File: src/rtl/rps_match_scorer_pkg.sv
// -----------------------------------------------------------------------------
// rps_pkg -- shared types for the stone-paper-scissors match scorer.
//   res_e   : 2-bit round result codes produced by the upstream round judge
//   win_e   : match winner codes reported on match_winner
//   state_e : match FSM states
// -----------------------------------------------------------------------------
package rps_pkg;

  typedef enum logic [1:0] {
    RES_TIE = 2'b00,
    RES_P1  = 2'b01,
    RES_P2  = 2'b10,
    RES_INV = 2'b11
  } res_e;

  typedef enum logic [1:0] {
    WIN_NONE = 2'b00,
    WIN_P1   = 2'b01,
    WIN_P2   = 2'b10,
    WIN_DRAW = 2'b11
  } win_e;

  typedef enum logic [1:0] {
    IDLE = 2'b00,
    PLAY = 2'b01,
    DONE = 2'b10
  } state_e;

  localparam int CNT_W  = 4;  // tie / invalid / consecutive-tie counter width
  localparam int HIST_W = 8;  // four 2-bit results

endpackage

File: src/rtl/rps_match_scorer_if.sv
// -----------------------------------------------------------------------------
// rps_match_scorer_if -- round-result input bundle and score outputs.
//   master : driver side (round judge / board glue); drives ena, result_valid,
//            result, new_match; observes scores and match status.
//   slave  : scorer side; the reverse directions.
// Outputs: p1_score, p2_score (SCORE_W), tie_count, invalid_count (4),
//          match_over, match_done, match_winner (2), history (8).
// -----------------------------------------------------------------------------
interface rps_match_scorer_if #(
  parameter int SCORE_W = 3
);
  logic               ena;
  logic               result_valid;
  logic [1:0]         result;
  logic               new_match;
  logic [SCORE_W-1:0] p1_score;
  logic [SCORE_W-1:0] p2_score;
  logic [3:0]         tie_count;
  logic [3:0]         invalid_count;
  logic               match_over;
  logic               match_done;
  logic [1:0]         match_winner;
  logic [7:0]         history;

  modport master (
    output ena, result_valid, result, new_match,
    input  p1_score, p2_score, tie_count, invalid_count,
           match_over, match_done, match_winner, history
  );

  modport slave (
    input  ena, result_valid, result, new_match,
    output p1_score, p2_score, tie_count, invalid_count,
           match_over, match_done, match_winner, history
  );
endinterface

File: src/rtl/rps_match_scorer_sat_counter.sv
// -----------------------------------------------------------------------------
// rps_sat_counter -- W-bit up counter that sticks at all-ones.
//   clk, rst_n : clock, asynchronous active-low reset (count -> 0)
//   ena        : when low the count holds regardless of clr/inc
//   clr        : synchronous clear, takes priority over inc
//   inc        : increment by one unless already saturated
//   count      : current value
// -----------------------------------------------------------------------------
module rps_sat_counter #(
  parameter int W = 4
) (
  input  logic         clk,
  input  logic         rst_n,
  input  logic         ena,
  input  logic         clr,
  input  logic         inc,
  output logic [W-1:0] count
);

  always_ff @(posedge clk or negedge rst_n) begin
    if (!rst_n) begin
      count <= '0;
    end else if (ena) begin
      if (clr)
        count <= '0;
      else if (inc && (count != '1))
        count <= count + 1'b1;
    end
  end

endmodule

File: src/rtl/rps_match_scorer.sv
// -----------------------------------------------------------------------------
// rps_match_scorer -- best-of-N stone-paper-scissors match scorer.
// Consumes one round result per rising edge of result_valid, keeps per-player
// scores plus tie / invalid counts, and declares a winner once a player reaches
// WIN_TARGET decisive wins, or a draw after TIE_LIMIT consecutive ties.
//   clk, rst_n : clock, asynchronous active-low reset
//   bus        : rps_match_scorer_if.slave (inputs ena, result_valid, result,
//                new_match; outputs scores, counts, match status, history)
// Optional build macro RPS_HISTORY_EN: when defined, history holds the last four
// counted results (newest in [1:0]); otherwise history is tied to zero.
// -----------------------------------------------------------------------------
module rps_match_scorer
  import rps_pkg::*;
#(
  parameter int WIN_TARGET = 3,
  parameter int SCORE_W    = 3,
  parameter int TIE_LIMIT  = 7
) (
  input  logic clk,
  input  logic rst_n,
  rps_match_scorer_if.slave bus
);

  localparam logic [SCORE_W-1:0] WIN_T = SCORE_W'(WIN_TARGET);
  localparam logic [CNT_W-1:0]   TIE_T = CNT_W'(TIE_LIMIT);

  state_e             state_q, state_n;
  logic [SCORE_W-1:0] p1_q, p1_n;
  logic [SCORE_W-1:0] p2_q, p2_n;
  logic [CNT_W-1:0]   streak_q, streak_n;
  win_e               winner_q, winner_n;
  logic               done_q, done_n;
  logic               vld_q;

  logic               round_evt;
  logic               clr;
  logic               tie_inc;
  logic               inv_inc;
  logic               hist_shift;
  logic [CNT_W-1:0]   tie_cnt;
  logic [CNT_W-1:0]   inv_cnt;
  res_e               res;

  assign res       = res_e'(bus.result);
  assign round_evt = bus.result_valid && !vld_q;

  // Next-state / update logic; ena gates every change, so with ena low all
  // update requests stay at their defaults.
  always_comb begin
    state_n    = state_q;
    p1_n       = p1_q;
    p2_n       = p2_q;
    streak_n   = streak_q;
    winner_n   = winner_q;
    done_n     = 1'b0;
    clr        = 1'b0;
    tie_inc    = 1'b0;
    inv_inc    = 1'b0;
    hist_shift = 1'b0;
    if (bus.ena) begin
      if (bus.new_match) begin
        // Start/restart from any state; a coincident round event is dropped.
        state_n  = PLAY;
        p1_n     = '0;
        p2_n     = '0;
        streak_n = '0;
        winner_n = WIN_NONE;
        clr      = 1'b1;
      end else begin
        case (state_q)
          PLAY: begin
            if (round_evt) begin
              hist_shift = 1'b1;
              case (res)
                RES_P1: begin
                  p1_n     = p1_q + 1'b1;
                  streak_n = '0;
                  if (p1_n == WIN_T) begin
                    state_n  = DONE;
                    winner_n = WIN_P1;
                    done_n   = 1'b1;
                  end
                end
                RES_P2: begin
                  p2_n     = p2_q + 1'b1;
                  streak_n = '0;
                  if (p2_n == WIN_T) begin
                    state_n  = DONE;
                    winner_n = WIN_P2;
                    done_n   = 1'b1;
                  end
                end
                RES_TIE: begin
                  tie_inc  = 1'b1;
                  streak_n = streak_q + 1'b1;
                  if (streak_n == TIE_T) begin
                    state_n  = DONE;
                    winner_n = WIN_DRAW;
                    done_n   = 1'b1;
                  end
                end
                default: inv_inc = 1'b1;  // invalid: streak deliberately untouched
              endcase
            end
          end
          IDLE:    state_n = IDLE;
          DONE:    state_n = DONE;
          default: state_n = IDLE;
        endcase
      end
    end
  end

  always_ff @(posedge clk or negedge rst_n) begin
    if (!rst_n) begin
      state_q  <= IDLE;
      p1_q     <= '0;
      p2_q     <= '0;
      streak_q <= '0;
      winner_q <= WIN_NONE;
      done_q   <= 1'b0;
      vld_q    <= 1'b0;
    end else begin
      state_q  <= state_n;
      p1_q     <= p1_n;
      p2_q     <= p2_n;
      streak_q <= streak_n;
      winner_q <= winner_n;
      done_q   <= done_n;   // always re-evaluated so the pulse lasts one cycle
      if (bus.ena)
        vld_q <= bus.result_valid;
    end
  end

  rps_sat_counter #(.W(CNT_W)) u_tie_cnt (
    .clk   (clk),
    .rst_n (rst_n),
    .ena   (bus.ena),
    .clr   (clr),
    .inc   (tie_inc),
    .count (tie_cnt)
  );

  rps_sat_counter #(.W(CNT_W)) u_inv_cnt (
    .clk   (clk),
    .rst_n (rst_n),
    .ena   (bus.ena),
    .clr   (clr),
    .inc   (inv_inc),
    .count (inv_cnt)
  );

`ifdef RPS_HISTORY_EN
  logic [HIST_W-1:0] hist_q;

  always_ff @(posedge clk or negedge rst_n) begin
    if (!rst_n)
      hist_q <= '0;
    else if (clr)
      hist_q <= '0;
    else if (hist_shift)
      hist_q <= {hist_q[HIST_W-3:0], bus.result};
  end

  assign bus.history = hist_q;
`else
  assign bus.history = '0;
`endif

  assign bus.p1_score      = p1_q;
  assign bus.p2_score      = p2_q;
  assign bus.tie_count     = tie_cnt;
  assign bus.invalid_count = inv_cnt;
  assign bus.match_over    = (state_q == DONE);
  assign bus.match_done    = done_q;
  assign bus.match_winner  = winner_q;

endmodule
File: src/flat_wrapper.sv
// flat-port wrapper written by rule: the top's interface ports become plain ports
module rps_match_scorer_flat import rps_pkg::*;
#(
  parameter int WIN_TARGET = 3,
  parameter int SCORE_W    = 3,
  parameter int TIE_LIMIT  = 7
)
  (clk, rst_n, bus_ena, bus_result_valid, bus_result, bus_new_match, bus_p1_score, bus_p2_score, bus_tie_count, bus_invalid_count, bus_match_over, bus_match_done, bus_match_winner, bus_history);
  rps_match_scorer_if #(.SCORE_W(SCORE_W)) bus_i ();
  input  logic clk;
  input  logic rst_n;
  input wire logic [$bits(bus_i.ena)-1:0] bus_ena;
  input wire logic [$bits(bus_i.result_valid)-1:0] bus_result_valid;
  input wire logic [$bits(bus_i.result)-1:0] bus_result;
  input wire logic [$bits(bus_i.new_match)-1:0] bus_new_match;
  output wire logic [$bits(bus_i.p1_score)-1:0] bus_p1_score;
  output wire logic [$bits(bus_i.p2_score)-1:0] bus_p2_score;
  output wire logic [$bits(bus_i.tie_count)-1:0] bus_tie_count;
  output wire logic [$bits(bus_i.invalid_count)-1:0] bus_invalid_count;
  output wire logic [$bits(bus_i.match_over)-1:0] bus_match_over;
  output wire logic [$bits(bus_i.match_done)-1:0] bus_match_done;
  output wire logic [$bits(bus_i.match_winner)-1:0] bus_match_winner;
  output wire logic [$bits(bus_i.history)-1:0] bus_history;
  assign bus_i.ena = bus_ena;
  assign bus_i.result_valid = bus_result_valid;
  assign bus_i.result = bus_result;
  assign bus_i.new_match = bus_new_match;
  assign bus_p1_score = bus_i.p1_score;
  assign bus_p2_score = bus_i.p2_score;
  assign bus_tie_count = bus_i.tie_count;
  assign bus_invalid_count = bus_i.invalid_count;
  assign bus_match_over = bus_i.match_over;
  assign bus_match_done = bus_i.match_done;
  assign bus_match_winner = bus_i.match_winner;
  assign bus_history = bus_i.history;
  rps_match_scorer #(.WIN_TARGET(WIN_TARGET), .SCORE_W(SCORE_W), .TIE_LIMIT(TIE_LIMIT)) u_core (.clk(clk), .rst_n(rst_n), .bus(bus_i));
endmodule
File: config.mk
export PLATFORM = sky130hd
export DESIGN_NAME = rps_match_scorer_flat
export DESIGN_NICKNAME = d
export VERILOG_FILES = /design/src/rtl/rps_match_scorer_pkg.sv /design/src/rtl/rps_match_scorer_if.sv /design/src/rtl/rps_match_scorer_sat_counter.sv /design/src/rtl/rps_match_scorer.sv /design/src/flat_wrapper.sv
export SDC_FILE = /design/constraint.sdc
export NUM_CORES = 1
export LEC_CHECK = 0
export BUFFER_PORTS_ARGS = -buffer_cell sky130_fd_sc_hd__buf_2
export CAP_MARGIN = 20
export CORE_ASPECT_RATIO = 1.25
export CORE_MARGIN = 2
export CORE_UTILIZATION = 49
export DETAILED_ROUTE_END_ITERATION = 7
export PLACE_DENSITY = 0.75
export SYNTH_ARGS = -nofsm -noshare
export SYNTH_HDL_FRONTEND = slang
export SYNTH_SLANG_ARGS = --single-unit
File: constraint.sdc
create_clock -name clk -period 1.82 [get_ports clk]
set_input_delay 0.182 -clock clk [delete_from_list [all_inputs] [get_ports clk]]
set_output_delay 0.182 -clock clk [all_outputs]
set_load 0.05 [all_outputs]
# Yosys cells after proc, flatten, opt, wreduce, memory -nomap -nowiden
# Cells that the tools add are included.
[op_classes]
addsub = 5
multipliers = 0
div = 0
n_lt_le_gt_ge = 0
n_eq_ne = 17
shift = 0
mux = 49
bitwise = 0
reduce_logical = 22
[op_table]
columns = ["op", "count"]
rows = [
  ["4-bit two-way mux", 7],
  ["3-bit two-way mux", 8],
  ["2-bit two-way mux", 10],
  ["1-bit two-way mux", 19],
  ["4-bit by 1-bit adder with 4-bit output, second input constant", 3],
  ["3-bit by 2-bit != test with 1-bit output, second input constant", 4],
  ["4-bit by 3-bit != test with 1-bit output, second input constant", 3],
  ["2-bit case mux with 3 select lines", 2],
  ["4-bit AND reduction", 3],
  ["2-bit nonzero test", 6],
  ["4-bit != test, second input constant", 2],
  ["4-bit case mux with 2 select lines", 1],
  ["7-bit AND reduction", 1],
  ["3-bit by 1-bit adder with 3-bit output, second input constant", 2],
  ["3-bit by 2-bit equality test with 1-bit output, second input constant", 2],
  ["6-bit AND reduction", 1],
  ["5-bit != test, second input constant", 1],
  ["2-bit by 1-bit equality test with 1-bit output, second input constant", 2],
  ["2-bit equality test, second input constant", 2],
  ["4-bit by 3-bit equality test with 1-bit output, second input constant", 1],
  ["2-bit case mux with 2 select lines", 1],
  ["2-bit AND reduction", 2],
  ["4-bit nonzero test", 1],
  ["1-bit logical AND", 3],
  ["6 further kinds", 6],
]
[word_totals]
regBits = 24
latchBits = 0
mem_bits_rw = 0
romBits = 0
out_inout_bits = 26
n_memories = 0

# Logic depth before layout (Yosys ltp)
[depth]
ltp_word = 10
depth_mapped = 9
depth_no_buf = 7

# Cells and area by module
# A second synthesis with hierarchy kept.
[unflattened]
cells_unflattened = 180
hier_area_um2 = 1696.6
[by_module_without_submodules]
columns = ["module", "instances", "cells_each", "area_per_inst_um2", "seq_area_each_um2"]
rows = [
  ["rps_match_scorer", 1, 130, 1171.1, 400.4],
  ["rps_sat_counter", 2, 25, 262.8, 100.1],
]

# Worst setup path after synthesis
# OpenSTA, ideal clock, no wires.
[synth_timing]
path_kind = "reg-to-reg"
from = "register u_core.p2_q[1], in the netlist u_core.bus.p2_score[1]"
to = "register u_core.winner_q[0], in the netlist u_core.bus.match_winner[0]"
setup_time_ns = 0.126
arrival_time_ns = 1.915
required_ns = 1.694
setup_slack_ns = -0.220
stages_incl_launch_ff = 7
synth_period_minus_slack_ns = 2.040
cell_sequence = "dfrtp_1 -> ha_1 -> xnor2_1 -> nand2_1 -> a22o_1 -> or2_1 -> a221o_1"
[synth_via]
elab_chain_cells = 4
[synth_lines]
columns = ["item", "line", "source"]
rows = [
  ["from (decl)", "rps_match_scorer.sv:29", "logic [SCORE_W-1:0] p2_q, p2_n;"],
  ["from (signal assigned)", "rps_match_scorer.sv:126", "p2_q <= p2_n;"],
  ["3-bit by 1-bit adder with 3-bit output", "rps_match_scorer.sv:85", "p2_n = p2_q + 1'b1;"],
  ["3-bit by 2-bit equality test with 1-bit output", "rps_match_scorer.sv:87", "if (p2_n == WIN_T) begin"],
  ["3-bit by 2-bit != test with 1-bit output (no line)", "--", ""],
  ["7-bit AND reduction (no line)", "--", ""],
  ["to (signal assigned)", "rps_match_scorer.sv:128", "winner_q <= winner_n;"],
  ["to (decl)", "rps_match_scorer.sv:31", "win_e winner_q, winner_n;"],
]
# No other way between the ends.
# A chain may end at the register's enable or synchronous reset.

# Worst setup path after layout
[layout_timing]
from = "register u_core.streak_q[1]"
to = "register u_core.winner_q[0], in the netlist u_core.bus.match_winner[0]"
[layout_via]
elab_chain_cells = 4
[layout_lines]
columns = ["item", "line", "source"]
rows = [
  ["from (decl)", "rps_match_scorer.sv:30", "logic [CNT_W-1:0] streak_q, streak_n;"],
  ["from (signal assigned)", "rps_match_scorer.sv:127", "streak_q <= streak_n;"],
  ["4-bit by 1-bit adder with 4-bit output", "rps_match_scorer.sv:95", "streak_n = streak_q + 1'b1;"],
  ["4-bit by 3-bit equality test with 1-bit output", "rps_match_scorer.sv:96", "if (streak_n == TIE_T) begin"],
  ["3-bit by 2-bit != test with 1-bit output (no line)", "--", ""],
  ["7-bit AND reduction (no line)", "--", ""],
]
# No other way between the ends.

==> metrics.md <==
| Metric | Value |
|---|---|
| Status | complete, no violations |
| # diodes | 0 |
| Post-Route M1 WL | 1450 um |
| Post-synth EDFFs | 0 |
| Dpl ws | 0.0616 ns |
| Worst Hold Class | in2reg |
| Mux share of post-synthesis cell area | 1.34% |
| I/O pin cnt | 33 |
| Min Tclk post-route | 1.75 ns |
| Number of global-route vias before repair | 1302 |
| Highest clock rate | 571 MHz |
| HPWL after DPL | 2610 um |
| H-tree lvl count | 1 |
| Met2 routed WL | 1910 um |
| Antenna-violating nets left | 0 |
| Die Span Y | 67.7 um |
| Yosys warnings | 0 |
| Initial antenna violation count | 0 |
| Post-synthesis adder-cell area fraction | 11.0% |
| Crit Path Class | reg2reg |
| Post-Synth XOR/XNOR Area | 6.61% |
| Synth-to-layout area growth | 19.4% |
| Fin Clk Skew | 0.00601 ns |
| Arrival time at the worst endpoint | 1.91 ns |
| Metal3 WL | 111 um |
| Post-synthesis compound-gate area fraction | 15.2% |
| Leak | 0.889 nW |
| Clock sinks | 24 |
| Fraction of registers with async set/reset | 100% |
| Post-synthesis cell count | 168 |
| Largest family of logic cells by synthesized area | simple AND/OR/NAND/NOR gates |
| Internal power | 1.09 mW |
| Row cnt | 23 |
| DRC viols | 0 |
| Actual slew at the worst max-slew pin | 0.548 ns |
| Switching share of total power | 36.9% |
| Final hold slack | 0.197 ns |
| DRT Pass-1 Iters | 4 |
| Final Setup Violations | 0 |
| Yosys reg bits | 24 |
| Seq/Total Area, Yosys | 37.8% |
| First-pass GRT wire length | 5700 um |
| Slew headroom | 63.5% |
| Maximum VDD drop | 0.632 mV |
| Largest net degree at the start of global routing | 25 |
| Global Route Usage Sum | 21.3% |
| Worst-Skew Late Latency | 0.27 ns |
| Die width | 54.9 um |
| Iteration-0 DRC Markers | 24 |
| WP data required | 1.98 ns |
| Clock Path Buffers | 2 |
| Clock transition at the registers of the reported paths | 0.09 ns |
| Initial core utilization | 50.2% |
| Period utilization | 96.2% |
| CORE AREA | 0.00317 sq mm |
| Synth Area in Simple Gates | 19.4% |
| Count of cell types in the netlist | 46 |
| Seq pwr share | 38.1% |
| Final worst setup slack | 0.0690 ns |
| Clock power frac | 27.8% |
| Via count | 1296 |
| Comb pwr share | 34.1% |
| WL/cell | 15.2 um |
| Share of layout cells above drive strength 1 | 28.3% |
| Setup TNS | 0 ns |
| P_sw | 0.641 mW |
| Root Buffer | clkbuf_8 |
| Main synth FF type | dfrtp_1 |
| Number of port buffers | 24 |
| Max-Cap Viols | 0 |
| Total gr overflow | 0 |
| Max layer used | met4 |
| Critical Path End Type | flop |
| Drt total wl | 3580 um |
| Synthesized area per cell | 9.46 sq um |
| Pwr per Cell Area | 914 mW/mm^2 |
| CTS tree | done |
| Final GP Congestion | 0.788 |
| Num CTS Buffers | 3 |
| Final nets | 220 |
| Final Hold Viols | 0 |
| Synthesized area | 0.00159 sq mm |
| DIE AREA | 0.00372 sq mm |
| CP startpoint kind | flop |
| Top fanout value on the critical path | 5 |
| Fin. max-slew vios | 0 |
| Post-DR vias/cell | 5.51 |
==> kinds of logic (layout without fill, tap and decap cells) <==
| kind of cell | after synthesis | count (layout) |
|---|---|---|
| buffers and inverters | 24 | 47 |
| flip-flops | 24 | 24 |
| multiplexers | 2 | 2 |
| AO/OA/AOI/OAI | 34 | 34 |
| XOR/XNOR | 12 | 12 |
| AND/OR/NAND/NOR | 57 | 57 |
| adder cells (fa/ha/maj) | 14 | 14 |
| other | 1 | 8 |
==> Yosys cell counts (2+ instances only) <==
cell	instances	area [sq um]
a221o_1	2	20.0
a21oi_1	6	30.0
nand2_1	13	48.8
nand3_1	9	45.0
buf_4	9	67.6
buf_2	2	10.0
o31ai_1	2	15.0
nor4b_1	2	17.5
inv_1	10	37.5
o22ai_1	2	12.5
o21ai_1	2	10.0
and2_1	2	12.5
nand2b_1	3	18.8
dfrtp_1	24	601
nor2_1	14	52.6
o2bb2ai_1	4	35.0
xnor2_1	5	43.8
ha_1	14	175
xor2_1	7	61.3
nand3b_1	2	15.0
o21ai_0	7	35.0
nor2b_1	3	18.8
==> metrics by stage <==
step / instances / cell area, sq um / util [%] / power (mW)
6_report: 235 / 1900 / 60.0 / 1.74
5_1_grt: 235 / 1900 / 60.0 / 1.83
4_1_cts: 232 / 1840 / 58.2 / 1.72
3_5_place_dp: 227 / 1760 / 55.6 / 1.23
3_3_place_gp: 227 / 1760 / 55.6 / 1.21
2_1_floorplan: 175 / 1650 / - / 1.11
==> cell type report <==
| class | instances | area, sq um |
|---|---|---|
| fill | 281 | 1270 |
| multi-input combinational | 127 | 946 |
| sequential | 24 | 607 |
| timing repair buffer | 33 | 190 |
| tap | 37 | 46.3 |
| clock buffer | 3 | 41.3 |
| inverter | 10 | 37.5 |
| clock inverter | 1 | 30.0 |
==> cells in the final DEF, fill, tap and decap left out, types with 2 or more instances in the layout <==
| master | count |
|---|---|
| xnor2_1 | 4 |
| nand3b_1 | 2 |
| o21ai_0 | 7 |
| nand2b_1 | 3 |
| o2bb2ai_1 | 4 |
| nand2_1 | 13 |
| a21oi_1 | 6 |
| a221o_1 | 2 |
| dfrtp_1 | 19 |
| xor2_1 | 6 |
| conb_1 | 8 |
| buf_2 | 24 |
| nor2b_1 | 3 |
| dfrtp_2 | 5 |
| ha_4 | 2 |
| ha_2 | 3 |
| clkbuf_8 | 3 |
| nand3_1 | 9 |
| o31ai_1 | 2 |
| buf_4 | 8 |
| o22ai_1 | 2 |
| and2_1 | 2 |
| ha_1 | 9 |
| nor2_1 | 14 |
| inv_1 | 10 |
==> final timing paths <==
kind / slack [ns] / startpoint / end / cells past startpoint
max in group asynchronous: 1.00 / rst_n / u_core.bus.p1_score[0] / 2
hold reg to reg: 0.55 / u_core.bus.p2_score[0] / u_core.bus.p2_score[0] / 1
min in group asynchronous: 0.41 / rst_n / u_core.u_inv_cnt.count[3] / 2
setup / recovery: 0.07 / u_core.streak_q[1] / u_core.bus.match_winner[0] / 6
setup reg to reg: 0.07 / u_core.streak_q[1] / u_core.bus.match_winner[0] / 6
hold / removal: 0.20 / bus_result_valid / u_core.vld_q / 2
==> registers in the layout, indices dropped and copies added (netlist names) <==
name	flops
u_core.streak_q	4
u_core.u_inv_cnt.count	4
u_core.u_tie_cnt.count	4
u_core.bus.p1_score	3
u_core.bus.p2_score	3
u_core.bus.match_winner	2
u_core.state_q	2
u_core.bus.match_done	1
u_core.vld_q	1
==> power groups by stage <==
stage	Sequential (mW)	Clock, mW	Combinational (mW)
final	0.661	0.482	0.592
after floorplan	0.790	0	0.316
after global placement	0.663	0	0.550
after detailed placement	0.671	0	0.564
after global routing	0.673	0.507	0.646
after CTS	0.661	0.486	0.568
==> critical path: stages (launching register included) <==
cell	delay, ns
dfrtp_1	0.44
ha_2	0.23
nand2b_1	0.09
o21ai_2	0.16
a41oi_2	0.09
or2_4	0.32
a221o_1	0.30
==> repair_timing <==
| action | in CTS | in global routing |
|---|---|---|
| hold buffers | 1 | 0 |
| hold endpoints to repair | 24 | 0 |
| setup buffers | 0 | 3 |
| gates resized for setup | 0 | 10 |
| setup endpoints to repair | 0 | 5 |
==> routing by layer <==
metal	GRT usage (%)	vias to the layer above
li1	-	628
met1	24.7	627
met2	36.5	30
met3	2.88	11
met4	11.9	0
met5	0	-
Note: power is estimated with default switching activity, not from simulation.
